## config.mk

```make
export PLATFORM = sky130hd
export DESIGN_NAME = ddr_cmd_exec
export DESIGN_NICKNAME = d
export VERILOG_FILES = /design/src/rtl/ddr_cmd_pkg.sv /design/src/rtl/ddr_cmd_exec.sv
export SDC_FILE = /design/constraint.sdc
export NUM_CORES = 1
export LEC_CHECK = 0
export CORE_AREA = 5 5 241 243
export CTS_BUF_LIST = sky130_fd_sc_hd__clkbuf_8 sky130_fd_sc_hd__clkbuf_16
export DETAILED_ROUTE_END_ITERATION = 10
export DIE_AREA = 0 0 246 248
export PLACE_DENSITY_LB_ADDON = 0.15
export SYNTH_ARGS = -nofsm -noshare
export SYNTH_HDL_FRONTEND = slang
export SYNTH_SLANG_ARGS = --single-unit
```

## constraint.sdc

```tcl
create_clock -name clk -period 22.1 [get_ports clk]
set_input_delay 3.315 -clock clk [delete_from_list [all_inputs] [get_ports clk]]
set_output_delay 3.315 -clock clk [all_outputs]
set_load 0.02 [all_outputs]
```

## src/rtl/ddr_cmd_pkg.sv

```systemverilog
// Shared type codes, FSM state encoding and default widths for the DDR command path.
package ddr_cmd_pkg;

  localparam int unsigned DEF_TYPE_WIDTH = 2;
  localparam int unsigned DEF_ADDR_WIDTH = 27;
  localparam int unsigned DEF_BRST_WIDTH = 6;
  localparam int unsigned DEF_DATA_WIDTH = 128;
  localparam int unsigned DEF_MASK_WIDTH = DEF_DATA_WIDTH / 8;

  localparam logic [1:0] CMD_WRITE = 2'b00;
  localparam logic [1:0] CMD_READ  = 2'b01;

  localparam logic [2:0] APP_CMD_WR = 3'b000;
  localparam logic [2:0] APP_CMD_RD = 3'b001;

  typedef enum logic [2:0] {
    ST_IDLE,
    ST_FETCH,
    ST_CMD,
    ST_WDATA,
    ST_WFETCH,
    ST_WWAIT,
    ST_RWAIT
  } state_t;

endpackage

```

## src/rtl/ddr_cmd_exec.sv

```systemverilog
// Replays command-FIFO entries onto the DDR3 controller app interface and
// forwards read beats back to the requester.
module ddr_cmd_exec
  import ddr_cmd_pkg::*;
#(
  parameter int unsigned TYPE_WIDTH = DEF_TYPE_WIDTH,
  parameter int unsigned ADDR_WIDTH = DEF_ADDR_WIDTH,
  parameter int unsigned BRST_WIDTH = DEF_BRST_WIDTH,
  parameter int unsigned DATA_WIDTH = DEF_DATA_WIDTH,
  parameter int unsigned MASK_WIDTH = DEF_MASK_WIDTH
) (
  input  logic                  clk,
  input  logic                  rst,
  output logic                  fifo_rd_en,
  input  logic                  fifo_not_empty,
  input  logic [TYPE_WIDTH-1:0] fifo_cmd_type,
  input  logic [ADDR_WIDTH-1:0] fifo_addr,
  input  logic [BRST_WIDTH-1:0] fifo_burst_cnt,
  input  logic [DATA_WIDTH-1:0] fifo_wt_data,
  input  logic [MASK_WIDTH-1:0] fifo_wt_mask,
  input  logic                  init_calib_complete,
  output logic [2:0]            app_cmd,
  output logic                  app_cmd_en,
  input  logic                  app_cmd_rdy,
  output logic [ADDR_WIDTH-1:0] app_addr,
  output logic [BRST_WIDTH-1:0] app_burst_number,
  output logic [DATA_WIDTH-1:0] app_wdata,
  output logic [MASK_WIDTH-1:0] app_wdata_mask,
  output logic                  app_wdata_en,
  output logic                  app_wdata_end,
  input  logic                  app_wdata_rdy,
  input  logic [DATA_WIDTH-1:0] app_rdata,
  input  logic                  app_rdata_valid,
  output logic                  rsp_valid,
  output logic [DATA_WIDTH-1:0] rsp_data,
  output logic                  busy,
  output logic                  err_illegal
);

  state_t                state;
  logic [BRST_WIDTH-1:0] beat_cnt;
  logic                  type_wr;
  logic                  type_rd;

  // Decode of the entry currently presented by the FIFO.
  assign type_wr = (fifo_cmd_type == TYPE_WIDTH'(CMD_WRITE));
  assign type_rd = (fifo_cmd_type == TYPE_WIDTH'(CMD_READ));

  // Every write beat is a full burst beat, so end tracks enable.
  assign app_wdata_end = app_wdata_en;

  // Busy reflects the state register only.
  assign busy = (state != ST_IDLE);

  // Command FSM. fifo_rd_en is registered, so FETCH/WFETCH spend the pop cycle
  // waiting and capture on the following cycle when the FIFO data is valid.
  always_ff @(posedge clk or posedge rst) begin
    if (rst) begin
      state            <= ST_IDLE;
      beat_cnt         <= '0;
      fifo_rd_en       <= 1'b0;
      err_illegal      <= 1'b0;
      app_cmd          <= '0;
      app_cmd_en       <= 1'b0;
      app_addr         <= '0;
      app_burst_number <= '0;
      app_wdata        <= '0;
      app_wdata_mask   <= '0;
      app_wdata_en     <= 1'b0;
    end else begin
      fifo_rd_en  <= 1'b0;
      err_illegal <= 1'b0;
      case (state)
        ST_IDLE: begin
          if (init_calib_complete && fifo_not_empty) begin
            fifo_rd_en <= 1'b1;
            state      <= ST_FETCH;
          end
        end
        ST_FETCH: begin
          if (!fifo_rd_en) begin
            if (type_wr || type_rd) begin
              app_cmd          <= type_wr ? APP_CMD_WR : APP_CMD_RD;
              app_addr         <= fifo_addr;
              app_burst_number <= fifo_burst_cnt;
              app_wdata        <= fifo_wt_data;
              app_wdata_mask   <= fifo_wt_mask;
              app_cmd_en       <= 1'b1;
              state            <= ST_CMD;
            end else begin
              err_illegal <= 1'b1;
              state       <= ST_IDLE;
            end
          end
        end
        ST_CMD: begin
          if (app_cmd_rdy) begin
            app_cmd_en <= 1'b0;
            beat_cnt   <= app_burst_number;
            if (app_cmd == APP_CMD_WR) begin
              app_wdata_en <= 1'b1;
              state        <= ST_WDATA;
            end else begin
              state <= ST_RWAIT;
            end
          end
        end
        ST_WDATA: begin
          if (app_wdata_rdy) begin
            app_wdata_en <= 1'b0;
            if (beat_cnt == '0) begin
              state <= ST_IDLE;
            end else begin
              beat_cnt <= beat_cnt - BRST_WIDTH'(1);
              if (fifo_not_empty) begin
                fifo_rd_en <= 1'b1;
                state      <= ST_WFETCH;
              end else begin
                state <= ST_WWAIT;
              end
            end
          end
        end
        ST_WWAIT: begin
          if (fifo_not_empty) begin
            fifo_rd_en <= 1'b1;
            state      <= ST_WFETCH;
          end
        end
        ST_WFETCH: begin
          if (!fifo_rd_en) begin
            app_wdata      <= fifo_wt_data;
            app_wdata_mask <= fifo_wt_mask;
            app_wdata_en   <= 1'b1;
            state          <= ST_WDATA;
          end
        end
        ST_RWAIT: begin
          if (app_rdata_valid) begin
            if (beat_cnt == '0) begin
              state <= ST_IDLE;
            end else begin
              beat_cnt <= beat_cnt - BRST_WIDTH'(1);
            end
          end
        end
        default: state <= ST_IDLE;
      endcase
    end
  end

  // Read-return register: one-cycle copy of the controller read stream.
  always_ff @(posedge clk or posedge rst) begin
    if (rst) begin
      rsp_valid <= 1'b0;
      rsp_data  <= '0;
    end else begin
      rsp_valid <= app_rdata_valid;
      if (app_rdata_valid) begin
        rsp_data <= app_rdata;
      end
    end
  end

endmodule

```

==> results.py <==
metrics = {
    "global_route": {
        "grt_overflow": 0,
        "grt_pass1_wl_um": 64400,
        "use_met1_pct": 14.6,
        "grt_max_degree": 148,
        "antenna_found_initial": 7,
        "use_met2_pct": 24.3,
        "gr-max-usage-layer": "met2",
        "grt.total_usage_pct": 13.9,
        "use_met3_pct": 7.12,
        "grt_pass1_vias": 9788,
    },
    "yosys": {
        "yosys_warnings": 0,
        "synth_top_area_share_pct": 64.8,
        "ys_types": 53,
        "syn-cell-area_um2": 12300,
        "synth_common_cells": "320 x dfrtp_1, 244 x mux2_2, 62 x mux2_1, 13 x clkbuf_1, 10 x buf_2",
        "synth_top_flop_cell": "dfrtp_1",
        "avgSynthCellArea_um2": 16.2,
        "synth_top_area_cell": "dfrtp_1",
        "synth-seq-area-share_pct": 64.8,
        "synth_edf_count": 0,
        "yosysMostFrequentCell": "dfrtp_1",
        "synthCells": 760,
        "ys_seq_elements": 320,
        "netlist_top_cells_area": "dfrtp_1 65%, mux2_2 22%, mux2_1 5.7%",
        "async_flop_share_pct": 100,
    },
    "min_path": {
        "hp-class": "reg2reg",
    },
    "setup_path": {
        "cp_cell_sequence": "clkdlybuf4s50_1 > o21ai_1 > nand2_4 > buf_4 > buf_4 > mux2_2",
        "crit_arrival_ns": 6.39,
        "crit_buf_inv": 3,
        "cpMostUsedCell": "buf_4",
        "critical-path-top-delay-family": "buffers and inverters",
        "crit_slowest_cell": "buf_4",
        "worstPathMaxFanout": 69,
        "end_kind": "flop",
        "crit_type": "in2reg",
        "cpPeakStageDelay_ns": 0.80,
        "cp-start-kind": "primary input",
        "cp.required_ns": 22.51,
    },
    "clock_tree": {
        "cts_tree": "yes",
        "htree_levels": 2,
        "cts_resized": 0,
        "numCtsBuffers": 40,
        "clk_latency_ns": 0.54,
        "cts_setup_buffers": 0,
        "clk_pin_slew_ns": 0.06,
        "cts.sinks": 320,
        "ctsHoldBuffers": 0,
        "clockBufferDepth": 3,
        "root_buffer": "clkbuf_16",
    },
    "routing": {
        "vias": 8806,
        "ant_nets": 0,
        "wire_per_inst_um": 20.2,
        "drt-vias-per-instance": 4.04,
        "firstDrtPassIters": 4,
        "first_iter_violations": 263,
        "drc": 0,
        "wirelength_um": 44200,
    },
    "placement": {
        "port_buffers": 626,
        "dp_hpwl_um": 33200,
        "post-place-cells": 2109,
        "gp_congestion": 0.737,
    },
    "run": {
        "maxCapViolCount": 0,
    },
    "die": {
        "die_h_um": 248,
        "die_area_um2": 61000,
        "coreArea_um2": 55700,
        "io_pins": 629,
        "die_w_um": 246,
        "initial_core_util_pct": 22.2,
        "num_rows": 87,
    },
    "power_and_ir_drop": {
        "p_per_area_nw_per_um2": 132,
        "ir_worst_vdd_uv": 76.5,
        "power.leakage_nw": 8.41,
        "power_mw": 2.73,
    },
    "sta": {
        "fmax_mhz": 167,
        "hold_viol_final": 0,
        "fin_skew_ns": 0.00799,
        "worst_pin_slew_ns": 1.07,
        "setup_viol": 0,
        "max_slew_margin_pct": 28.6,
        "slew_violations": 0,
        "period_share_pct": 27.0,
        "period_minus_slack_ns": 5.98,
        "setup_tns_ns": 0,
        "rsz0062_at_grt": "no",
    },
    "final_layout": {
        "stdcell_count": 2181,
        "areaGrowthSynthToFinish_pct": 67.7,
        "drive_gt1_share_pct": 22.2,
        "n_fill_cell": 5481,
        "nets": 1711,
    },
    "run_status": {
        "status": "finished clean",
    },
}
power breakdown:
part	internal (mW)	switching, mW	leakage [nW]	total [mW]
Clock	0.398	0.257	0.682	0.655
Combinational	0.604	0.559	3.95	1.16
Sequential	0.792	0.122	3.77	0.914
Total	1.79	0.938	8.41	2.73
final cells by class:
cell class / instances / area (um2) / area share (%)
Clock inverter: 23 / 205 / 0.991
Multi-Input combinational cell: 393 / 4080 / 19.7
Sequential cell: 320 / 8010 / 38.7
Antenna cell: 3 / 7.51 / 0.0363
Timing Repair Buffer: 632 / 6320 / 30.5
Clock buffer: 46 / 1090 / 5.29
Inverter: 8 / 37.5 / 0.181
Tap cell: 756 / 946 / 4.57
cells in the final DEF, fill, tap and decap left out, types with 2 or more instances in the layout:
cell type          n
nand3b_1           2
nor3b_1            4
conb_1             2
clkdlybuf4s50_1  625
nor3_2             2
o31ai_1            2
buf_4              5
a21boi_0           2
diode_2            3
inv_1             17
mux2_2           244
nand3_1            2
nor2_1             4
mux2_1            62
dfrtp_1          320
ha_1               2
clkbuf_16         41
o211ai_1           2
o2bb2ai_1          3
nand2_1            3
o221ai_1           4
nand2b_1           6
a31oi_1            2
bufinv_16          4
a21oi_1            4
o21a_1             2
o2111ai_1          2
nor2b_1            3
clkbuf_8           5
o21ai_0            5
clkinv_2           8
nor3_1             3
or3_1              3
state kept, by name (all words and copies together) (netlist names):
| name | flops |
|---|---|
| rsp_data | 128 |
| fifo_rd_en | 1 |
| app_burst_number | 6 |
| app_cmd | 1 |
| app_wdata_en | 1 |
| app_addr | 27 |
| rsp_valid | 1 |
| beat_cnt | 6 |
| app_cmd_en | 1 |
| state | 3 |
| err_illegal | 1 |
| app_wdata_mask | 16 |
| app_wdata | 128 |
path summary, 6_finish.rpt:
kind	startpoint	endpoint	slack (ns)	cells past startpoint
max	fifo_cmd_type[1]	app_wdata[118]$_DFFE_PP0P_	16.12	6
min	app_wdata_mask[8]$_DFFE_PP0P_	app_wdata_mask[8]$_DFFE_PP0P_	0.49	1
max reg2reg	state[2]$_DFFE_PP0P_	app_wdata[118]$_DFFE_PP0P_	18.41	6
min reg2reg	app_wdata_mask[8]$_DFFE_PP0P_	app_wdata_mask[8]$_DFFE_PP0P_	0.49	1
max in group asynchronous	rst	state[2]$_DFFE_PP0P_	17.30	3
min in group asynchronous	rst	rsp_data[118]$_DFFE_PP0P_	3.27	2
cells by family (layout without fill, tap and decap cells):
logic type | after synthesis | after routing | synth area share [%]
compound gates | 41 | 41 | 2.54
xor+xnor | 1 | 1 | 0.0709
fa+ha+maj | 2 | 2 | 0.203
buf+inv | 48 | 709 | 2.20
flops | 320 | 320 | 64.8
mux | 307 | 307 | 28.0
other cells | 1 | 5 | 0.0304
simple gates | 40 | 40 | 2.12
metal layers:
metal	wire, um	part of all wire [%]
met1	15500	35
met2	22300	51
met3	5260	12
met4	1070	2.4
met5	31	0.070
worst reg2reg max path: cells and delay by family (launching register included):
kind | cells | cell delay (ns)
AO/OA/AOI/OAI | 1 | 0.13
AND/OR/NAND/NOR | 2 | 0.74
multiplexers | 1 | 0.49
flip-flops | 1 | 0.76
buffers and inverters | 2 | 1.46
stage by stage:
stage               hold slack, ns  instance area [um2]  setup slack [ns]  util [%]
floorplan                    0.478                12400              9.93         -
global placement             0.473                19400             15.57      34.8
detailed placement           0.481                19400             15.53      34.8
CTS                          0.494                20700             16.13      37.1
global route                 0.501                20700             15.96      37.1
finish                       0.487                20700             16.12      37.1
Power figures use the tool's default switching activity.
